===== src/rtl/data_mem_arbiter_if.sv =====
// Bundle of signals between N requesting cores, the data-memory arbiter and the shared RAM.
// The arbiter uses the slave view; the requester/RAM side uses the master view.
interface data_mem_arbiter_if #(
    parameter int N  = 4,
    parameter int AW = 8,
    parameter int DW = 8
);
    logic [N-1:0]    req;
    logic [N-1:0]    we;
    logic [N*AW-1:0] addr;
    logic [N*DW-1:0] wdata;
    logic [N-1:0]    gnt;
    logic [N-1:0]    rvalid;
    logic [DW-1:0]   rdata;
    logic            busy;
    logic [AW-1:0]   mem_addr;
    logic [DW-1:0]   mem_wdata;
    logic            mem_we;
    logic [DW-1:0]   mem_rdata;

    modport slave (
        input  req, we, addr, wdata, mem_rdata,
        output gnt, rvalid, rdata, busy, mem_addr, mem_wdata, mem_we
    );

    modport master (
        output req, we, addr, wdata, mem_rdata,
        input  gnt, rvalid, rdata, busy, mem_addr, mem_wdata, mem_we
    );
endinterface


===== src/rtl/data_mem_arbiter.sv =====
// Round-robin arbiter serialising N cores' data accesses onto one synchronous-read RAM port.
// Every output is registered; reads take 3 cycles (grant, RAM address, data return), writes 2.
module data_mem_arbiter #(
    parameter int N  = 4,
    parameter int AW = 8,
    parameter int DW = 8
) (
    input  logic               CLK,
    input  logic               RST,
    data_mem_arbiter_if.slave  bus
);
    localparam int IW = (N > 1) ? $clog2(N) : 1;

    typedef enum logic [1:0] {IDLE, ACCESS, RDWAIT} state_t;

    state_t          r_state;
    state_t          w_state_nxt;
    logic [IW-1:0]   r_last;
    logic [IW-1:0]   r_win;
    logic            r_is_wr;
    logic [N-1:0]    r_gnt;
    logic [N-1:0]    r_rvalid;
    logic [DW-1:0]   r_rdata;
    logic            r_busy;
    logic [AW-1:0]   r_mem_addr;
    logic [DW-1:0]   r_mem_wdata;
    logic            r_mem_we;

    logic [AW-1:0]   w_addr_arr  [N];
    logic [DW-1:0]   w_wdata_arr [N];
    logic [IW-1:0]   w_win;
    logic [IW-1:0]   w_hi;
    logic [IW-1:0]   w_lo;
    logic            w_hi_found;
    logic            w_grant;
    logic [N-1:0]    w_gnt_nxt;
    logic [N-1:0]    w_rvalid_nxt;
    logic            w_mem_we_nxt;
    logic            w_busy_nxt;

    always_comb begin
        for (int i = 0; i < N; i++) begin
            w_addr_arr[i]  = bus.addr[i*AW +: AW];
            w_wdata_arr[i] = bus.wdata[i*DW +: DW];
        end
    end

    // Round robin: lowest requester above r_last wins, otherwise wrap to the lowest requester.
    always_comb begin
        w_hi       = '0;
        w_lo       = '0;
        w_hi_found = 1'b0;
        for (int i = N - 1; i >= 0; i--) begin
            if (bus.req[i]) begin
                w_lo = IW'(i);
                if (i > int'(r_last)) begin
                    w_hi       = IW'(i);
                    w_hi_found = 1'b1;
                end
            end
        end
        w_win = w_hi_found ? w_hi : w_lo;
    end

    always_ff @(posedge CLK or posedge RST) begin
        if (RST) begin
            r_state <= IDLE;
        end else begin
            r_state <= w_state_nxt;
        end
    end

    always_comb begin
        w_state_nxt = r_state;
        unique case (r_state)
            IDLE:    if (|bus.req) w_state_nxt = ACCESS;
            ACCESS:  w_state_nxt = r_is_wr ? IDLE : RDWAIT;
            RDWAIT:  w_state_nxt = IDLE;
            default: w_state_nxt = IDLE;
        endcase
    end

    // busy also covers the rvalid cycle, which is the IDLE cycle right after RDWAIT.
    always_comb begin
        w_grant      = (r_state == IDLE) && (|bus.req);
        w_gnt_nxt    = '0;
        w_rvalid_nxt = '0;
        w_mem_we_nxt = 1'b0;
        if (w_grant) begin
            w_gnt_nxt    = N'(1) << w_win;
            w_mem_we_nxt = bus.we[w_win];
        end
        if (r_state == RDWAIT) begin
            w_rvalid_nxt = N'(1) << r_win;
        end
        w_busy_nxt = (w_state_nxt != IDLE) || (r_state == RDWAIT);
    end

    always_ff @(posedge CLK or posedge RST) begin
        if (RST) begin
            r_last      <= IW'(N - 1);
            r_win       <= '0;
            r_is_wr     <= 1'b0;
            r_gnt       <= '0;
            r_rvalid    <= '0;
            r_rdata     <= '0;
            r_busy      <= 1'b0;
            r_mem_addr  <= '0;
            r_mem_wdata <= '0;
            r_mem_we    <= 1'b0;
        end else begin
            r_gnt    <= w_gnt_nxt;
            r_rvalid <= w_rvalid_nxt;
            r_mem_we <= w_mem_we_nxt;
            r_busy   <= w_busy_nxt;
            if (w_grant) begin
                r_mem_addr  <= w_addr_arr[w_win];
                r_mem_wdata <= w_wdata_arr[w_win];
                r_last      <= w_win;
                r_win       <= w_win;
                r_is_wr     <= bus.we[w_win];
            end
            if (r_state == RDWAIT) begin
                r_rdata <= bus.mem_rdata;
            end
        end
    end

    assign bus.gnt       = r_gnt;
    assign bus.rvalid    = r_rvalid;
    assign bus.rdata     = r_rdata;
    assign bus.busy      = r_busy;
    assign bus.mem_addr  = r_mem_addr;
    assign bus.mem_wdata = r_mem_wdata;
    assign bus.mem_we    = r_mem_we;
endmodule


===== src/flat_wrapper.sv =====
// flat-port wrapper written by rule: the top's interface ports become plain ports
module data_mem_arbiter_flat 
#(
    parameter int N  = 4,
    parameter int AW = 8,
    parameter int DW = 8
)
  (CLK, RST, bus_req, bus_we, bus_addr, bus_wdata, bus_mem_rdata, bus_gnt, bus_rvalid, bus_rdata, bus_busy, bus_mem_addr, bus_mem_wdata, bus_mem_we);
  data_mem_arbiter_if #(.N(N), .AW(AW), .DW(DW)) bus_i ();
  input  logic CLK;
  input  logic RST;
  input wire logic [$bits(bus_i.req)-1:0] bus_req;
  input wire logic [$bits(bus_i.we)-1:0] bus_we;
  input wire logic [$bits(bus_i.addr)-1:0] bus_addr;
  input wire logic [$bits(bus_i.wdata)-1:0] bus_wdata;
  input wire logic [$bits(bus_i.mem_rdata)-1:0] bus_mem_rdata;
  output wire logic [$bits(bus_i.gnt)-1:0] bus_gnt;
  output wire logic [$bits(bus_i.rvalid)-1:0] bus_rvalid;
  output wire logic [$bits(bus_i.rdata)-1:0] bus_rdata;
  output wire logic [$bits(bus_i.busy)-1:0] bus_busy;
  output wire logic [$bits(bus_i.mem_addr)-1:0] bus_mem_addr;
  output wire logic [$bits(bus_i.mem_wdata)-1:0] bus_mem_wdata;
  output wire logic [$bits(bus_i.mem_we)-1:0] bus_mem_we;
  assign bus_i.req = bus_req;
  assign bus_i.we = bus_we;
  assign bus_i.addr = bus_addr;
  assign bus_i.wdata = bus_wdata;
  assign bus_i.mem_rdata = bus_mem_rdata;
  assign bus_gnt = bus_i.gnt;
  assign bus_rvalid = bus_i.rvalid;
  assign bus_rdata = bus_i.rdata;
  assign bus_busy = bus_i.busy;
  assign bus_mem_addr = bus_i.mem_addr;
  assign bus_mem_wdata = bus_i.mem_wdata;
  assign bus_mem_we = bus_i.mem_we;
  data_mem_arbiter #(.N(N), .AW(AW), .DW(DW)) u_core (.CLK(CLK), .RST(RST), .bus(bus_i));
endmodule

===== config.mk =====
export PLATFORM = sky130hd
export DESIGN_NAME = data_mem_arbiter_flat
export DESIGN_NICKNAME = d
export VERILOG_FILES = /design/src/rtl/data_mem_arbiter_if.sv /design/src/rtl/data_mem_arbiter.sv /design/src/flat_wrapper.sv
export SDC_FILE = /design/constraint.sdc
export NUM_CORES = 1
export LEC_CHECK = 0
export BUFFER_PORTS_ARGS = -buffer_cell sky130_fd_sc_hd__buf_2
export CAP_MARGIN = 20
export CORE_MARGIN = 2
export CORE_UTILIZATION = 44
export DETAILED_ROUTE_END_ITERATION = 8
export PLACE_DENSITY = 0.87
export SLEW_MARGIN = 20
export SYNTH_ARGS = -nofsm -noshare
export SYNTH_HDL_FRONTEND = slang
export SYNTH_SLANG_ARGS = --single-unit

===== constraint.sdc =====
create_clock -name CLK -period 1.9 [get_ports CLK]
set_input_delay 0.19 -clock CLK [delete_from_list [all_inputs] [get_ports CLK]]
set_output_delay 0.19 -clock CLK [all_outputs]
set_load 0.02 [all_outputs]

==> run metrics, run 1 <==
antenna viol nets, final 0; NetSw 1.92 mW; # port buffers between 100 and 150; GRT Resource Usage Total 0.212; hpwl dp 4440 um; fraction of final layout cells sized beyond drive strength 1 0.463; worst-path maximum fanout 8; status complete, no violations; Final Skew roughly 5.2 ps; syn_area_per_cell 10.2 um2; RSZ-0062 raised after global routing false; Comb pwr share 0.520; Worst slew margin 0.720; largest net degree at the start of global routing 24; fmax 0.560 GHz; routed via count 2026; crit share post-route 0.940; CP top delay family compound AO/OA/AOI/OAI gates; EDFF count, synth 0; DRC errors left 0; drt wl/cell approximately 14 um; max-capacitance violation count 0; Synth async-reset ratio 1.00; RR Startpoint u_core.r_last[1]; Final Max Tran Viols 0; R2R depth 5; syn_nets 288; Lkg Pwr around 1.5 nW; antenna violations before repair 0; Worst setup EP type flip-flop; synth-to-layout area growth 37.8%; share of the synthesized area in the top cell type 0.463; setup slack, reg-to-reg about 110 ps; Seq pwr share 0.325; initial core utilization 0.452; CP Data Required Time roughly 2100 ps; endpoints failing setup 0; critical path depth 5; Nets 409; Final min period roughly 1800 ps; Hold Path Cell Cnt 2; die span in x around 73 um; placer congestion estimate about 0.86; area of the core between 0.004 and 0.005 mm2; hold wc startpoint bus_mem_rdata[1]; row count 25; sw frac 0.416; Crit Path Category reg2reg; Hold/Removal Path Class in2reg; Hold Vio Cnt, Final 0; H-tree depth 2; Worst VDD drop approximately 0.00070 V; FF+latch count, synth 41; leading post-synthesis cells by cell area dfrtp_1 46%, mux2i_1 6.2%, a221oi_1 4.6%; clock latency on the worst-skew pair between 200 and 300 ps; synthesis warning total 0; CP startpoint u_core.r_last[1]; Critical Path Source Type flip-flop; via/cell ratio 5.30; sequential cell area fraction in the yosys report 0.488; clock transition at the registers of the reported paths 80 ps; maximum clock path buffer count 2; Cell Area, Synth 0.00211 mm2; Buf+Inv Stages, Crit Path 1; final WL between 5000 and 6000 um; Netlist cell types 35; crit-path most repeated cell o221ai_1; Mapped Cells ~210; CTS Buf Count 5; Final Instance Count excl. Fillers 382; Initial DRT Pass Iterations 4; slowest CP cell dfstp_2; TNS Setup 0 ps; worst-path cell chain buf_4, mux2i_1, o221ai_1, nand2_1, o221ai_1; vias in the first global route just under 2000; Critical Path Max Stage Delay around 560 ps; DIE AREA roughly 0.0054 mm2; IO Pins about 120; CTS root buf clkbuf_8; Most used DFF post-synth dfrtp_1; Yosys top cell by area dfrtp_1; Internal Power roughly 2.7 mW; die height between 70 and 80 um; Worst Tran Pin Value about 420 ps; grt ovf 0; first-pass GRT wire length 8590 um; Crit path arrival time around 2000 ps; Clock Power Share 0.155; # diodes 0; dpl cells 373; drt initial violations a little under 80; PwrDens roughly 1600 mW/mm2; TritonCTS clock tree built; CTS Sinks between 40 and 50
-- per-layer routing --
metal / vias up / track usage / wire length (um)
met5: - / 0 / 0
met3: 8 / 0.0580 / 483
li1: 995 / - / -
met2: 114 / 0.384 / 2870
met1: 909 / 0.239 / 2090
met4: 0 / 0.0700 / 91
-- cells in the mapped netlist (2+ instances only) --
cell type	n
clkbuf_1	11
o22ai_1	2
and3b_1	2
mux2i_1	13
and3_1	13
dfrtp_1	39
mux2_2	8
nor2b_1	2
inv_1	2
dfstp_2	2
nor2_1	18
o221ai_1	7
o21ai_0	12
nor3b_1	2
nor3_1	2
nand2_1	16
a221oi_1	11
a21boi_0	12
o21a_1	2
buf_2	2
a21oi_1	14
-- cell type report --
class / count / area, um2
inverters: 3 / 11.3
clock inverters: 1 / 30.0
flip-flops and latches: 41 / 1030
repair buffers: 130 / 691
multi-input cells: 146 / 987
well taps: 54 / 67.6
fillers: 380 / 1760
clock buffers: 7 / 86.3
-- cell families (layout without fill, tap and decap cells) --
logic type	count (synthesis)	in the layout	synth area share
multiplexers	21	21	0.105
flip-flops	41	41	0.488
AO/OA/AOI/OAI	66	66	0.220
buffers and inverters	19	141	0.0481
AND/OR/NAND/NOR	59	59	0.138
-- repair_timing --
action / CTS / global route
buffers inserted: 0 / 0
hold buffers: 1 / 0
resized for setup: 1 / 3
endpoints found under the setup margin: 7 / 4
endpoints found under the hold margin: 10 / 0
-- power groups by stage --
stage	sequential, mW	clock [mW]	combinational (mW)
global placement	1.50	0	2.33
detailed placement	1.52	0	2.39
finish	1.50	0.718	2.40
CTS	1.51	0.735	2.39
floorplan	1.90	0	1.26
global route	1.55	0.768	2.63
-- stage by stage --
step | worst slack, ps | hold slack, ps | power (mW) | utilization | area, um2
after floorplan | 158 | 342 | 3.16 | - | 2110
after global placement | -45.1 | 149 | 3.83 | 0.593 | 2760
after detailed placement | -181 | 148 | 3.91 | 0.593 | 2760
after CTS | 34.0 | 123 | 4.64 | 0.620 | 2890
after global routing | 6.02 | 125 | 4.95 | 0.623 | 2900
final | 113 | 128 | 4.63 | 0.623 | 2900
-- final timing paths --
check | end
hold / removal | u_core.bus.rdata[1]
hold reg to reg | u_core.r_state[1]
max in group asynchronous | u_core.r_last[0]
setup / recovery | u_core.bus.mem_wdata[4]
setup reg to reg | u_core.bus.mem_wdata[4]
min in group asynchronous | u_core.r_state[0]
-- worst reg2reg max path, delay by kind of cell, from the launching register on --
kind                   cells  cell delay (ps)
AO/OA/AOI/OAI              2              620
flip-flops                 1              560
AND/OR/NAND/NOR            1              280
buffers and inverters      1              150
multiplexers               1               90
-- cells in the final DEF (no fill, tap or decap), types with 6 or more instances in the layout --
master and n:
a21boi_0 12, a21oi_1 14, a221oi_1 10, and3_1 13, buf_2 115, buf_4 14
clkbuf_8 6, dfrtp_1 39, mux2_2 8, mux2i_1 13, nand2_1 16, nor2_1 18
o21ai_0 12, o221ai_1 7
-- state kept, by name, summed over array words and instances (netlist names) --
register              flops
u_core.bus.gnt            4
u_core.bus.mem_wdata      8
u_core.bus.mem_we         1
u_core.bus.busy           1
u_core.bus.mem_addr       8
u_core.r_last             2
u_core.bus.rdata          8
u_core.r_state            2
u_core.bus.rvalid         4
u_core.r_is_wr            1
u_core.r_win              2
Power figures use the tool's default switching activity.
==> inputs of run 2 (changes only) <==
--- a/config.mk
+++ b/config.mk
@@ -5,12 +5,13 @@
 export SDC_FILE = /design/constraint.sdc
 export NUM_CORES = 1
 export LEC_CHECK = 0
+export ABC_AREA = 1
 export BUFFER_PORTS_ARGS = -buffer_cell sky130_fd_sc_hd__buf_2
-export CAP_MARGIN = 20
+export CAP_MARGIN = 25
 export CORE_MARGIN = 2
-export CORE_UTILIZATION = 44
+export CORE_UTILIZATION = 46
 export DETAILED_ROUTE_END_ITERATION = 8
-export PLACE_DENSITY = 0.87
+export PLACE_DENSITY = 0.88
 export SLEW_MARGIN = 20
 export SYNTH_ARGS = -nofsm -noshare
 export SYNTH_HDL_FRONTEND = slang
==> constraint.sdc (replaced) <==
create_clock -name CLK -period 1.9 [get_ports CLK]
set_input_delay 0.285 -clock CLK [delete_from_list [all_inputs] [get_ports CLK]]
set_output_delay 0.285 -clock CLK [all_outputs]
set_load 0.02 [all_outputs]
==> run metrics, run 2 <==
status complete, no violations; Mapped Cells roughly 320; crit share post-route 0.904; max-capacitance violation count 0; area of the core 0.00479 mm2; EDFF count, synth 0; drt initial violations around 150; first-pass GRT wire length between 9000 and 10000 um; CTS root buf clkbuf_8; Critical Path Source Type flip-flop; Commonest cells post-synth 180 x nand2_1, 39 x dfrtp_1, 35 x nand3_1, 11 x inv_1, 10 x buf_2; Netlist cell types 19; Worst slew margin 0.567; Final Max Tran Viols 0; DRC errors left 0; endpoints failing setup 0; Synth async-reset ratio 1.00; RR Endpoint u_core.bus.mem_addr[3]; # port buffers about 120; worst-path maximum fanout 34; WHS about 96 ps; # diodes 0; leading post-synthesis cells by cell area dfrtp_1 42%, nand2_1 29%, nand3_1 7.6%; Worst Tran Pin Value around 650 ps; Hold Vio Cnt, Final 0; H-tree depth 2; routed via count around 2400; final instance area ~0.0030 mm2; Crit Path Category reg2reg; fraction of final layout cells sized beyond drive strength 1 0.345; grt ovf 0; synth-to-layout area growth 30.9%; initial core utilization 0.483; GRT Resource Usage Total 0.223; Final Skew about 11 ps; DIE AREA approximately 0.0056 mm2; antenna viol nets, final 0; Final Instance Count excl. Fillers 499; maximum clock path buffer count 2; Crit path arrival time slightly below 2000 ps; clock transition at the registers of the reported paths around 90 ps; Lkg Pwr 1.84 nW; dpl cells 490; syn_area_per_cell just over 7 um2; fmax approximately 0.58 GHz; Final min period 1720 ps; placer congestion estimate approximately 0.82; most common cell in the netlist nand2_1; most common library cell in the layout ignoring fill and taps nand2_1; TritonCTS clock tree built; FF+latch count, synth around 40; CP Data Required Time roughly 2100 ps; vias in the first global route between 2000 and 2500; Yosys top cell by area dfrtp_1; Hold/Removal Path Class in2async; RR Startpoint u_core.r_last[1]; Cell Area, Synth ~0.0023 mm2; largest net degree at the start of global routing 42; Core Util, Final 0.632; Worst VDD drop about 0.00076 V; via/cell ratio 4.80; antenna violations before repair 0; syn_nets roughly 400; Post-DP Area around 0.0029 mm2; row count 25; CTS Buf Count 5; drt wl/cell about 12 um; Initial DRT Pass Iterations 4; post-CTS setup buffer count 0; TNS Setup 0 ps; hpwl dp 4380 um; RSZ-0062 raised after global routing false; PwrDens around 1600 mW/mm2; IO Pins approximately 120; commonest cells after routing, fill and taps aside 180 x nand2_1, 115 x buf_2, 39 x dfrtp_1; Most used DFF post-synth dfrtp_1; share of the synthesized area in the top cell type 0.423; final WL roughly 5900 um; die height between 70 and 80 um; Post-CTS Hold Buffers 0; Nets approximately 510; R2R depth 9; sequential cell area fraction in the yosys report 0.445; CTS Sinks 41; die span in x around 75 um; synthesis warning total 0; setup slack, reg-to-reg about 180 ps; Worst setup EP type flip-flop; clock latency on the worst-skew pair about 300 ps
==> run 2: changes by cell type after synthesis, moves of 8 or more <==
cell / before / now
a21boi_0: 12 / 0
a21oi_1: 14 / 0
a221oi_1: 11 / 0
and3_1: 13 / 0
buf_2: 2 / 10
clkbuf_1: 11 / 0
inv_1: 2 / 11
mux2i_1: 13 / 0
nand2_1: 16 / 180
nand3_1: 0 / 35
nor2_1: 18 / 7
o21ai_0: 12 / 4
==> run 2: what timing repair did <==
action | in CTS | in global routing
endpoints found under the setup margin | 0 | 8
resized for setup | 0 | 1
endpoints found under the hold margin | 0 | 0
==> run 2: cell type report <==
type / count / area [um2]
Timing Repair Buffer: 119 / 606
Tap cell: 67 / 83.8
Clock inverter: 3 / 46.3
Multi-Input combinational cell: 250 / 1140
Sequential cell: 41 / 1030
Fill cell: 447 / 1760
Inverter: 14 / 52.6
Clock buffer: 5 / 68.8
==> run 2: metal layers <==
layer  up-vias  part of all wire  track usage
met1      1072              0.40        0.278
met5         -                 0            0
met2       102              0.52        0.387
met3         4             0.076       0.0562
met4         0            0.0056       0.0595
li1       1215                 -            -
==> run 2: critical path, stage by stage (launching register included) <==
cell and delay (ps):
dfstp_2 570, inv_1 80, nand3_4 160, buf_4 340, nand3_1 140, nand2_1 90, nand2_1 60, nand2_1 70
nand2_1 50, nand2_1 80
==> run 2: stage by stage <==
stage          setup slack [ps]  power, mW
5_1_grt                    19.1       5.16
6_report                    181       4.74
2_1_floorplan               453       3.38
4_1_cts                     155       4.72
3_3_place_gp                243       3.95
3_5_place_dp                184       4.02
==> run 2: worst max-delay path by stage <==
stage / from / endpoint / slack (ps) / cells past startpoint
finish: u_core.r_last[1] / u_core.bus.mem_addr[3] / 180 / 9
global route: u_core.r_last[1] / u_core.bus.mem_addr[3] / 20 / 12
CTS: u_core.r_last[1] / u_core.bus.mem_addr[2] / 150 / 12
detailed placement: u_core.r_last[1] / u_core.bus.mem_addr[2] / 180 / 12
global placement: u_core.r_last[1] / u_core.bus.mem_addr[6] / 240 / 12
floorplan: u_core.r_last[1] / u_core.bus.mem_addr[0] / 450 / 12
==> run 2: logic make-up after synthesis <==
kind of cell	Yosys count	share of synthesized area
buffers and inverters	31	0.0704
AO/OA/AOI/OAI	5	0.0119
multiplexers	8	0.0390
flip-flops	41	0.445
AND/OR/NAND/NOR	236	0.433
==> run 2: power breakdown <==
| group | internal [mW] | switching [mW] |
|---|---|---|
| sequential | 1.28 | 0.200 |
| combinational | 0.855 | 1.71 |
| clock | 0.393 | 0.310 |
| total | 2.52 | 2.22 |
